### config.mk
export PLATFORM = sky130hd
export DESIGN_NAME = shift_rotate_sequencer_flat
export DESIGN_NICKNAME = d
export VERILOG_FILES = /design/src/rtl/shift_rotate_sequencer_if.sv /design/src/rtl/shift_rotate_sequencer.sv /design/src/flat_wrapper.sv
export SDC_FILE = /design/constraint.sdc
export NUM_CORES = 1
export LEC_CHECK = 0
export ABC_AREA = 1
export CAP_MARGIN = 10
export CORE_MARGIN = 4
export CORE_UTILIZATION = 60
export CTS_CLUSTER_DIAMETER = 80
export DETAILED_ROUTE_END_ITERATION = 8
export DONT_BUFFER_PORTS = 1
export PLACE_DENSITY = 0.81
export SLEW_MARGIN = 5
export SYNTH_ARGS = -nofsm -noshare
export SYNTH_HDL_FRONTEND = slang
export SYNTH_SLANG_ARGS = --single-unit
### constraint.sdc
create_clock -name clk -period 1.63 [get_ports clk]
set_input_delay 0.163 -clock clk [delete_from_list [all_inputs] [get_ports clk]]
set_output_delay 0.163 -clock clk [all_outputs]
set_load 0.005 [all_outputs]
### src/rtl/shift_rotate_sequencer_if.sv
// Control-sequencer side of the shift/rotate unit: request fields in, status and result back.
// start is the request strobe; the unit takes it on any edge where busy is low, and done pulses once per finished operation.
`timescale 1ns/1ps
interface shift_rotate_sequencer_if #(
    parameter int WIDTH = 32
);
    logic             start;
    logic [2:0]       op;
    logic [WIDTH-1:0] operand;
    logic [WIDTH-1:0] amount;
    logic             busy;
    logic             done;
    logic [WIDTH-1:0] result;

    modport master (
        output start, op, operand, amount,
        input  busy, done, result
    );

    modport slave (
        input  start, op, operand, amount,
        output busy, done, result
    );
endinterface

### src/rtl/shift_rotate_sequencer.sv
// Bit-serial shift/rotate unit: one step per clock, result held for Z capture after done.
`timescale 1ns/1ps
module shift_rotate_sequencer #(
    parameter int WIDTH = 32,
    parameter int AMT_W = 5
) (
    input  logic                   clk,
    input  logic                   clr,
    shift_rotate_sequencer_if.slave bus,
    output logic [1:0]             dbg_state
);
    typedef enum logic [1:0] {
        IDLE = 2'd0,
        RUN  = 2'd1,
        DONE = 2'd2
    } state_t;

    localparam logic [2:0] OP_SHR  = 3'b000;
    localparam logic [2:0] OP_SHRA = 3'b001;
    localparam logic [2:0] OP_SHL  = 3'b010;
    localparam logic [2:0] OP_ROR  = 3'b011;
    localparam logic [2:0] OP_ROL  = 3'b100;
    localparam logic [2:0] OP_PASS = 3'b111;

    state_t           state;
    logic [2:0]       op_q;
    logic [WIDTH-1:0] result_q;
    logic [AMT_W-1:0] count;
    logic             busy_q;
    logic             done_q;

    logic             accept;
    logic             is_pass;
    logic [AMT_W-1:0] first_n;
    logic [WIDTH-1:0] step;
    logic             unused_amount_hi;

    assign accept           = bus.start && (state == IDLE || state == DONE);
    assign is_pass          = bus.op[2] && (bus.op[1] || bus.op[0]);
    // PASS runs no steps, so the count is forced to zero at acceptance.
    assign first_n          = is_pass ? '0 : bus.amount[AMT_W-1:0];
    assign unused_amount_hi = ^bus.amount[WIDTH-1:AMT_W];

    always_comb begin
        step = result_q;
        case (op_q)
            OP_SHR:  step = {1'b0, result_q[WIDTH-1:1]};
            OP_SHRA: step = {result_q[WIDTH-1], result_q[WIDTH-1:1]};
            OP_SHL:  step = {result_q[WIDTH-2:0], 1'b0};
            OP_ROR:  step = {result_q[0], result_q[WIDTH-1:1]};
            OP_ROL:  step = {result_q[WIDTH-2:0], result_q[WIDTH-1]};
            default: step = result_q;
        endcase
    end

    always_ff @(posedge clk or negedge clr) begin
        if (!clr) begin
            state    <= IDLE;
            op_q     <= OP_PASS;
            result_q <= '0;
            count    <= '0;
            busy_q   <= 1'b0;
            done_q   <= 1'b0;
        end else if (accept) begin
            op_q     <= bus.op;
            result_q <= bus.operand;
            count    <= first_n;
            if (first_n == '0) begin
                state  <= DONE;
                busy_q <= 1'b0;
                done_q <= 1'b1;
            end else begin
                state  <= RUN;
                busy_q <= 1'b1;
                done_q <= 1'b0;
            end
        end else begin
            case (state)
                RUN: begin
                    result_q <= step;
                    count    <= count - AMT_W'(1);
                    if (count == AMT_W'(1)) begin
                        state  <= DONE;
                        busy_q <= 1'b0;
                        done_q <= 1'b1;
                    end
                end
                DONE: begin
                    state  <= IDLE;
                    done_q <= 1'b0;
                end
                default: begin
                    state  <= IDLE;
                    busy_q <= 1'b0;
                    done_q <= 1'b0;
                end
            endcase
        end
    end

    assign bus.busy   = busy_q;
    assign bus.done   = done_q;
    assign bus.result = result_q;
    assign dbg_state  = state;
endmodule

### src/flat_wrapper.sv
// flat-port wrapper written by rule: the top's interface ports become plain ports
module shift_rotate_sequencer_flat 
#(
    parameter int WIDTH = 32,
    parameter int AMT_W = 5
)
  (clk, clr, dbg_state, bus_start, bus_op, bus_operand, bus_amount, bus_busy, bus_done, bus_result);
  shift_rotate_sequencer_if #(.WIDTH(WIDTH)) bus_i ();
  input  logic clk;
  input  logic clr;
  output logic [1:0] dbg_state;
  input wire logic [$bits(bus_i.start)-1:0] bus_start;
  input wire logic [$bits(bus_i.op)-1:0] bus_op;
  input wire logic [$bits(bus_i.operand)-1:0] bus_operand;
  input wire logic [$bits(bus_i.amount)-1:0] bus_amount;
  output wire logic [$bits(bus_i.busy)-1:0] bus_busy;
  output wire logic [$bits(bus_i.done)-1:0] bus_done;
  output wire logic [$bits(bus_i.result)-1:0] bus_result;
  assign bus_i.start = bus_start;
  assign bus_i.op = bus_op;
  assign bus_i.operand = bus_operand;
  assign bus_i.amount = bus_amount;
  assign bus_busy = bus_i.busy;
  assign bus_done = bus_i.done;
  assign bus_result = bus_i.result;
  shift_rotate_sequencer #(.WIDTH(WIDTH), .AMT_W(AMT_W)) u_core (.clk(clk), .clr(clr), .bus(bus_i), .dbg_state(dbg_state));
endmodule
# Yosys cells after proc, flatten, opt, wreduce, memory -nomap -nowiden
# Index checks and enable logic that the tools add are counted.
[op_classes] n_reduce_logical=13 addsub=1 mux=18 eq_ne=10
[ops] cell="case mux 32 bit (5 select lines)" n=1
[ops] cell="2-to-1 mux 32 bit" n=2
[ops] cell="2-to-1 mux 5 bit" n=3
[ops] cell="2-to-1 mux 2 bit" n=4
[ops] cell="2-to-1 mux 1 bit" n=7
[ops] cell="equality test 3 x 2 -> 1 bit (second input constant)" n=2
[ops] cell="nonzero test 6 bit" n=1
[ops] cell="equality test 5 x 1 -> 1 bit (second input constant)" n=1
[ops] cell="zero test 5 bit" n=1
[ops] cell="nonzero test 5 bit" n=1
[ops] cell="subtractor 5 x 1 -> 5 bit (second input constant)" n=1
[ops] cell="!= test 2 x 1 -> 1 bit (second input constant)" n=2
[ops] cell="AND reduction 2 bit" n=2
[ops] cell="equality test 3 x 1 -> 1 bit (second input constant)" n=1
[ops] cell="equality test 3 bit (second input constant)" n=1
[ops] cell="zero test 3 bit" n=1
[ops] cell="!= test 3 x 1 -> 1 bit (second input constant)" n=1
[ops] cell="AND reduction 3 bit" n=1
[ops] cell="equality test 2 x 1 -> 1 bit (second input constant)" n=1
[ops] cell="equality test 2 bit (second input constant)" n=1
[ops] cell="logical AND 1 bit" n=2
[ops] cell="zero test 2 bit" n=1
[ops] cell="logical OR 1 bit" n=2
[ops] cell="case mux 1 bit (2 select lines)" n=1
[ops] cell="nonzero test 2 bit" n=1
[word_totals] word_cells=49 out_inout_bits=36 input_bits=70 reg_bits=44

# Longest topological paths before layout
[depth] word_depth=6 ltp_mapped=10

# Worst setup path after synthesis
# OpenSTA, ideal clock, no wires.
[synth_timing] kind="register to register" start="reg u_core.op_q[2]" end="reg u_core.result_q[1] (netlist: u_core.bus.result[1])" t_arrival_ns=1.189 setup_time_ns=0.116 path_slack_ns=0.325 required_time_ns=1.514 n_path_buf=1 path_stages_with_launch=11 cell_sequence="dfstp_2 -> inv_2 -> nand2_1 -> nand2_2 -> nand2_4 -> inv_4 -> buf_6 -> nand2_1 -> nand3_1 -> nand2_1 -> nand2_1"
[synth_between] elab_chain_len=4 elab_cells_between_ends=10
[synth_rtl] item="from (decl)" line_no="shift_rotate_sequencer.sv:26" source="logic [2:0] op_q;"
[synth_rtl] item="from (signal assigned)" line_no="shift_rotate_sequencer.sv:65" source="op_q <= bus.op;"
[synth_rtl] item="equality test 3 bit (tied with other cells)" line_no="shift_rotate_sequencer.sv:46" source="case (op_q)"
[synth_rtl] item="case mux 32 bit (5 select lines)" line_no="shift_rotate_sequencer.sv:46"
[synth_rtl] item="2-to-1 mux 32 bit" line_no="shift_rotate_sequencer.sv:78" source="case (state)"
[synth_rtl] item="2-to-1 mux 32 bit" line_no="shift_rotate_sequencer.sv:64" source="end else if (accept) begin"
[synth_rtl] item="to (signal assigned)" line_no="shift_rotate_sequencer.sv:66" source="result_q <= bus.operand;"
[synth_rtl] item="to (signal assigned)" line_no="shift_rotate_sequencer.sv:80" source="result_q <= step;"
[synth_rtl] item="to (decl)" line_no="shift_rotate_sequencer.sv:27" source="logic [WIDTH-1:0] result_q;"
# Parallel ways exist; a longest one is shown, timed or not. The select of a mux whose other input is x is not followed.
# A chain may end at the register's enable or synchronous reset.

# Final worst setup path
[layout_timing] start="reg u_core.op_q[1]" end="reg u_core.result_q[9] (netlist: u_core.bus.result[9])"
# The elaborated chain is that of the path after synthesis.

==> summary.txt <==
Logic synthesis
  • Count leader, synth: nand2_1
  • Post-synthesis adder-cell area fraction: 0.009699
  • Synth Area in XOR/XNOR: 0.006790
  • Synth top area share: 0.3880
  • Simple-Gate Fraction of Synth Area: 0.4559
  • EDFF count, synth: 0
  • Ys async rst share: 1.000
  • Cell Area, Synth: 2580 um^2
  • Mux share of post-synthesis cell area: 0
  • Primary FF master, synth: dfrtp_1
  • Ranking of synthesized cells by area: dfrtp_1, nand2_1, nand3_1, nor2_1, dfstp_2
  • Cell variety after synth: 28
  • Area leader, netlist: dfrtp_1
  • Ys Warns: 0
  • Avg Cell Area, Syn: roughly 6.6 um^2
  • Most common library cells after synthesis: nand2_1, nor2_1, nand3_1
  • Syn Inst Count: ~390
  • Synth Net Count: 460
  • Synth Register Bits: 43
  • Largest family of logic cells by synthesized area: simple AND/OR/NAND/NOR gates
  • Sequential-to-total area share from yosys stat: 0.4185
  • Compound-Gate Fraction of Synth Area: 0.04074

Pwr
  • Peak VDD IR: around 0.0011 V
  • P_leak: between 1.5 and 2 nW
  • Internal power: ~0.0034 W
  • Reg power frac: 0.348
  • Final Power: between 0.006 and 0.007 W
  • NetSw: 0.003172 W
  • Clock share of power: 0.100
  • Sw Ratio: 0.4826
  • Combinational share of power: 0.552
  • Power Density: 2330 nW/um^2

Floorplan
  • Core Area: just over 4000 um^2
  • Initial Util: 0.6314
  • Die area: 5413 um^2
  • FP Rows: 23
  • Die W: 73.58 um
  • Die Y: ~74 um
  • # IOs: about 110

CTS
  • Post-CTS sizing: 0
  • CTS root buffer: clkbuf_8
  • Deepest clock path buffer count: 2
  • CTS buffer count: 5
  • H-tree depth: 2
  • Clk slew on worst S/H paths: ~80 ps
  • Skew-Pair Late Insertion Delay: approximately 300 ps
  • CTS Sinks: 43
  • TritonCTS clock tree: built

Finish
  • Fin cells: about 440
  • Ant diodes: 0
  • Fill count: 373
  • Reg area: 1080 um^2
  • Share of layout cells above drive strength 1: 0.08651
  • Nets: roughly 460
  • Footprint of the multi-input gates: around 1300 um^2
  • Area Growth Syn to Fin: 9.360%

Route
  • Vias: 2,417
  • Initial drt markers: 130
  • Total Wirelength: 6012 um
  • Antenna viol nets, final: 0
  • DRC viols: 0
  • Routed wire length per instance: roughly 14 um
  • DR pass1 iterations: 4
  • Vias per inst: between 5 and 6

Timing
  • Slew Viols, Final: 0
  • Fmax: roughly 670 MHz
  • Slew margin rel.: 0.7377
  • Post-Route Skew: 7.226 ps
  • Tcrit/Tclk final: 0.9195
  • Final hold vios: 0
  • Setup repair after global routing missed its margin: no
  • Final setup violation count: 0
  • Worst Tran Pin Value: 390.8 ps
  • Final setup margin: 131.2 ps
  • Minimum clock period: around 1500 ps
  • Final TNS setup: 0 ps

Setup path
  • Crit path buf inv count: 1
  • Worst-path maximum fanout: 28
  • Critical Path AT: ~1700 ps
  • Max incr delay on CP: a little under 600 ps
  • Crit path depth: 8
  • Slowest cell on the critical path: dfstp_2
  • R2R cell count: 8
  • Crit Path Class: register to register
  • Worst path required time: approximately 1900 ps
  • Worst path cell trace: nand2_1 > nand2_2 > nand2_4 > inv_4 > nand2_1 > nand3_1 > nand2_1 > nand2_1
  • CP startpoint kind: register
  • Cell mode on critical path: nand2_1
  • Crit-path leading delay family: simple AND/OR/NAND/NOR gates
  • Critical Path Sink Type: register

Place
  • Post-placement cell count: approximately 430
  • Port bufs: 0
  • Final RePlAce weighted congestion: ~0.83
  • Pre-CTS setup slack: around 60 ps
  • Dpl hpwl: 4090 um

GRT
  • First-pass GRT wire length: 9936 um
  • Gr usage total: 0.2337
  • Vias in the first global route: ~2,200
  • Initial antenna violation count: 0
  • Largest net degree at the start of global routing: 45
  • Gr ovfl total: 0

Min path
  • WHS Path Cells: 2
  • Hold Path Class: primary input to register

Flow run
  • Max-cap violations: 0

Run status
  • Status: completed
[power by group through the flow]
| stage | logic [W] | clock network, W | registers (W) |
|---|---|---|---|
| after floorplan | 0.00282 | 0 | 0.00213 |
| after global placement | 0.00334 | 0 | 0.00230 |
| after detailed placement | 0.00345 | 0 | 0.00231 |
| after CTS | 0.00350 | 0.000673 | 0.00229 |
| after global routing | 0.00418 | 0.000717 | 0.00238 |
| final | 0.00363 | 0.000656 | 0.00229 |
[worst register-to-register path, cell delays in order (launching register included)]
cell     delay [ps]
dfstp_2         580
nand2_1          90
nand2_2         120
nand2_4         110
inv_4           250
nand2_1         100
nand3_1          80
nand2_1          50
nand2_1          50
[cell type report]
cell class	count	area share
clock buffer	7	0.02705
clock inverter	1	0.001774
tap	50	0.02217
sequential	43	0.3827
multi-input combinational	310	0.4718
timing repair buffer	17	0.07361
inverter	15	0.02084
[cell families (layout without fill, tap and decap cells)]
| family | count (synthesis) | after routing |
|---|---|---|
| AND/OR/NAND/NOR | 289 | 289 |
| buffers and inverters | 35 | 40 |
| AO/OA/AOI/OAI | 17 | 17 |
| adder cells (fa/ha/maj) | 2 | 2 |
| XOR/XNOR | 2 | 2 |
| flip-flops | 43 | 43 |
[state kept, by name (all words and copies together), names as in the netlist]
signal / count
u_core.count: 5
u_core.bus.busy: 1
u_core.dbg_state: 2
u_core.op_q: 3
u_core.bus.result: 32
[placed cells by master (no fill, tap or decap), types with 2 or more instances in the layout]
| master | n |
|---|---|
| inv_2 | 2 |
| a21oi_1 | 4 |
| nand2_2 | 2 |
| nand3_1 | 46 |
| nand2_1 | 172 |
| o21ai_1 | 2 |
| clkbuf_8 | 5 |
| buf_12 | 4 |
| inv_1 | 12 |
| buf_4 | 8 |
| o21ai_0 | 3 |
| dfstp_2 | 3 |
| ha_1 | 2 |
| clkbuf_1 | 2 |
| dlygate4sd3_1 | 4 |
| nand2_4 | 2 |
| o221ai_1 | 2 |
| a31oi_1 | 3 |
| or2_2 | 4 |
| dfrtp_1 | 40 |
| nor2_1 | 61 |
[through the flow]
stage          instance area (um^2)  hold WS (ps)  utilization
2_1_floorplan                  2580        -132.6            -
3_3_place_gp                   2638        -131.6       0.6454
3_5_place_dp                   2638        -131.5       0.6454
4_1_cts                        2786         22.42       0.6819
5_1_grt                        2821         48.11       0.6904
6_report                       2821         33.10       0.6904
[metal layers]
layer	track usage	share of wire	up-vias
li1	-	-	1230
met1	0.2993	0.43	1116
met2	0.3770	0.48	64
met3	0.07114	0.075	7
met4	0.07646	0.011	0
met5	0	0	-
[final timing paths]
check	startpoint	end	slack, ps
setup reg to reg	u_core.op_q[1]$_DFFE_PN1P_	u_core.bus.result[9]$_DFFE_PN0P_	130
hold / removal	bus_amount[2]	u_core.count[2]$_DFFE_PN0P_	30
setup / recovery	u_core.op_q[1]$_DFFE_PN1P_	u_core.bus.result[9]$_DFFE_PN0P_	130
hold reg to reg	u_core.op_q[0]$_DFFE_PN1P_	u_core.op_q[0]$_DFFE_PN1P_	530
max in group asynchronous	clr	u_core.op_q[0]$_DFFE_PN1P_	980
min in group asynchronous	clr	u_core.bus.result[5]$_DFFE_PN0P_	380
[what timing repair did]
action	in CTS	in global routing
endpoints found under the hold margin	46	0
setup endpoints to repair	0	23
setup buffers	0	3
hold buffers	5	0
Power figures use the tool's default switching activity.
